## src/rtl/serial_word_feeder.sv

```systemverilog
// Parallel-to-serial word feeder with a one-word holding buffer so that
// back-to-back words leave on `data` without an idle gap.
module serial_word_feeder #(
    parameter int unsigned WIDTH      = 8,
    parameter bit          MSB_FIRST  = 1'b1,
    parameter bit          IDLE_LEVEL = 1'b0
) (
    input  logic             clk,
    input  logic             reset,
    input  logic             in_valid,
    input  logic [WIDTH-1:0] in_word,
    output logic             in_ready,
    output logic             data,
    output logic             bit_valid,
    output logic             word_done,
    output logic             busy
);

    localparam int unsigned CW = (WIDTH > 1) ? $clog2(WIDTH) : 1;
    localparam logic [CW-1:0] LAST = CW'(WIDTH - 1);

    typedef enum logic {
        IDLE  = 1'b0,
        SHIFT = 1'b1
    } state_t;

    state_t           state;
    logic [WIDTH-1:0] sh;
    logic [WIDTH-1:0] hb;
    logic             hb_full;
    logic [CW-1:0]    cnt;

    logic             accept;
    logic             head;
    logic [WIDTH-1:0] sh_next;

    assign accept = in_valid && in_ready;

    // Head bit and one-step advance toward the head, per bit order.
    assign head    = MSB_FIRST ? sh[WIDTH-1] : sh[0];
    assign sh_next = MSB_FIRST ? {sh[WIDTH-2:0], 1'b0} : {1'b0, sh[WIDTH-1:1]};

    assign in_ready  = !hb_full;
    assign bit_valid = (state == SHIFT);
    assign data      = (state == SHIFT) ? head : IDLE_LEVEL;
    assign word_done = (state == SHIFT) && (cnt == LAST);
    assign busy      = (state == SHIFT) || hb_full;

    always_ff @(posedge clk) begin
        if (reset) begin
            state   <= IDLE;
            hb_full <= 1'b0;
            cnt     <= '0;
        end else begin
            case (state)
                IDLE: begin
                    if (accept) begin
                        sh    <= in_word;
                        cnt   <= '0;
                        state <= SHIFT;
                    end
                end
                SHIFT: begin
                    if (cnt != LAST) begin
                        sh  <= sh_next;
                        cnt <= cnt + CW'(1);
                        if (accept) begin
                            hb      <= in_word;
                            hb_full <= 1'b1;
                        end
                    end else if (hb_full) begin
                        // Buffered word follows the last bit with no gap.
                        sh      <= hb;
                        hb_full <= 1'b0;
                        cnt     <= '0;
                    end else if (accept) begin
                        sh  <= in_word;
                        cnt <= '0;
                    end else begin
                        state <= IDLE;
                    end
                end
                default: state <= IDLE;
            endcase
        end
    end

endmodule

```

## config.mk

```make
export PLATFORM = sky130hd
export DESIGN_NAME = serial_word_feeder
export DESIGN_NICKNAME = d
export VERILOG_FILES = /design/src/rtl/serial_word_feeder.sv
export SDC_FILE = /design/constraint.sdc
export NUM_CORES = 1
export LEC_CHECK = 0
export BUFFER_PORTS_ARGS = -buffer_cell sky130_fd_sc_hd__clkbuf_2
export CORE_ASPECT_RATIO = 1.25
export CORE_UTILIZATION = 34
export CTS_CLUSTER_SIZE = 16
export DETAILED_ROUTE_END_ITERATION = 12
export GPL_TIMING_DRIVEN = 0
export PLACE_DENSITY_LB_ADDON = 0.3
export SLEW_MARGIN = 25
export SYNTH_ARGS = -nofsm -noshare
export SYNTH_HDL_FRONTEND = slang
export SYNTH_SLANG_ARGS = --single-unit
```

## constraint.sdc

```tcl
create_clock -name clk -period 4.5 [get_ports clk]
set_clock_uncertainty 0.15 [all_clocks]
set_input_delay 0.9 -clock clk [delete_from_list [all_inputs] [get_ports clk]]
set_output_delay 0.9 -clock clk [all_outputs]
set_load 0.01 [all_outputs]
```

==> metrics.txt <==
Routed wire per std cell=16.22 um; outcome=completed; TritonCTS buffer count=3; final core utilization=41.58%; CTS Hold Bufs=0; 1st-iter DRT viols=29; met2 track demand over resource=25.32%; Min-Delay Endpoint=cnt[0]$_SDFF_PP0_; worst slew pin tran=0.4154 ns; gr ovfl total=0; Die Ht=65.63 um; vias post-DR=796; pin count of the biggest net entering global routing=12; post-synth top area cell=edfxtp_1; clock sinks=21; synth unique cells=27; first-pass GRT wire length=3.884 mm; power per cell area=311.0 nW/um2; final setup fails=0; Clock Latency Late Sink=0.30 ns; Fmax=397.0 MHz; multi-input logic area=464.2 um2; CTS root buffer=clkbuf_4; setup ws final=1.981 ns; #FFs+latches synth=21; dpl hpwl=1.722 mm; synthesized area=1101 um2; DRT Pass-1 Iters=4; row count=22; Worst Hold Path Cells=1; syn_area_per_cell=12.10 um2; syn nets=105; yosys warns=0; r2r setup slk=2.63 ns; gpl congestion=0.8100; GRT Total Usage=15.24%; Max VDD drop=0.0002294 V; final period utilization=55.98%; commonest non-fill, non-tap cell in the layout=edfxtp_1; CTS tree=yes; max cap viols=0; Starting Density=36.70%; area grow syn2layout=13.30%; critical path, cell by cell=ha_1 > ha_1 > and2_1 > clkbuf_2; Post-Synthesis Cells=91; post-synth top area share=43.64%; launching point of the worst reg2reg path=cnt[0]$_SDFF_PP0_; worst setup path class=reg2out; post_cts resized=0; RSZ-0062 raised after global routing=false; Worst slew margin=72.28%; area after detailed placement=1221 um2; M1 GR Usage=20.32%; die area=3472 um2; post-route cell area=1247 um2; largest cells by area after synthesis=edfxtp_1, mux2i_1, dfxtp_1; Crit. End Element=output pin; wirelength, routed=2.368 mm; drt drc=0; register area=580.6 um2; startpoint types=flip-flop; slowest stage delay, CP=0.37 ns; LEAKAGE=0.4950 nW; Reg-to-Reg End=sh[3]$_DFFE_PN_; antenna violations before repair=0; Worst Path Required=3.45 ns; post-route ant nets=0; Final Hold Fails=0; overall die width=52.90 um; Vias/cell=5.452; Max FO, Critical Path=8; number of fill cells=288; sequential cell area fraction in the yosys report=52.73%; number of global-route vias before repair=830; I/O pin cnt=16; WP data arrival=1.47 ns; GR Util met3=1.852%; Slew Viols, Final=0; worst slack at placement=2.250 ns; Max clock buf depth=2; most frequent cells in the layout=edfxtp_1, clkbuf_2, mux2i_1; PortBufs=15; Sum Neg Setup Slack=0 ns; R2R depth=5; diode count=0; critical path's most frequent cell=ha_1; H-Tree Depth=1; Core Area=3000 um2; Min-Delay Path Class=reg2reg; nets=125; busiest grt layer=met2; crit path from=cnt[0]$_SDFF_PP0_; clk slew on worst S/H paths=0.12 ns; HP Start=cnt[0]$_SDFF_PP0_; fraction of layout cells with a size suffix above 1=23.64%; CP max stage cell=dfxtp_1; minimum clock period=2.519 ns; Setup Fix Bufs, Post-CTS=0
[per-stage QoR]
stage	hold slack (ns)	power [W]	instances
after floorplan	0.2795	0.0002793	91
after global placement	0.3053	0.0002992	142
after detailed placement	0.3130	0.0003012	142
after CTS	0.3272	0.0003906	146
after global routing	0.3461	0.0004044	146
final	0.3266	0.0003880	146
[cell usage after synthesis]
master / instances
nand2b_2: 1
clkinv_1: 1
mux2i_1: 11
inv_1: 3
buf_6: 3
nor2_1: 2
nor2b_2: 1
ha_1: 3
nor2b_4: 1
nand2b_1: 1
edfxtp_1: 16
and2_1: 3
nand3_1: 1
nand2_1: 5
a22oi_1: 2
a221oi_1: 7
and2b_1: 2
and3_2: 1
a2bb2oi_1: 1
nor2b_1: 2
o22ai_1: 7
dfxtp_1: 5
a211oi_1: 2
o211ai_1: 2
buf_4: 1
a21oi_1: 3
o21ai_0: 4
[power breakdown]
group | switching (W) | internal, W | total [W]
Clock | 0.0000566 | 0.0000345 | 0.0000911
Combinational | 0.0000344 | 0.0000299 | 0.0000643
Sequential | 0.00000885 | 0.000224 | 0.000233
[worst max-delay path by stage]
stage,slack (ns),end,cells past startpoint
CTS,1.96,word_done,4
finish,1.98,word_done,4
detailed placement,2.25,hb[5]$_DFFE_PP_,3
global route,1.89,word_done,4
global placement,2.25,hb[2]$_DFFE_PP_,3
floorplan,2.53,word_done,3
[final cells by class]
class	instances	share of cell area, %
plain buffers	4	3.310
clock buffers	4	2.106
inverters	4	1.204
multi-input cells	62	37.21
flip-flops and latches	21	46.54
well taps	36	3.611
repair buffers	15	6.018
[cell families (layout without fill, tap and decap cells)]
kind of cell	after synthesis	after routing	share of synthesized area, %
and+or+nand+nor	20	20	11.14
DFF	21	21	52.73
muxes	11	11	10.00
buffers and inverters	8	27	5.113
AOI/OAI and AO/OA	28	28	17.61
adders and majority gates	3	3	3.409
[registers in the layout (all words and copies together), names as in the netlist]
signal,flops
bit_valid,1
cnt,3
hb,8
sh,8
hb_full,1
[worst max-delay path: cells and delay by family, from the launching register on]
kind          cells  cell delay, ns
fa+ha+maj         2            0.51
flops             1            0.37
simple gates      1            0.17
buf+inv           1            0.12
[metal layers]
layer,vias up,part of all wire (%)
met5,-,0
met4,0,0.63
met3,2,3.5
met2,18,49
met1,382,47
li1,394,-
(Power assumes the default switching activity.)
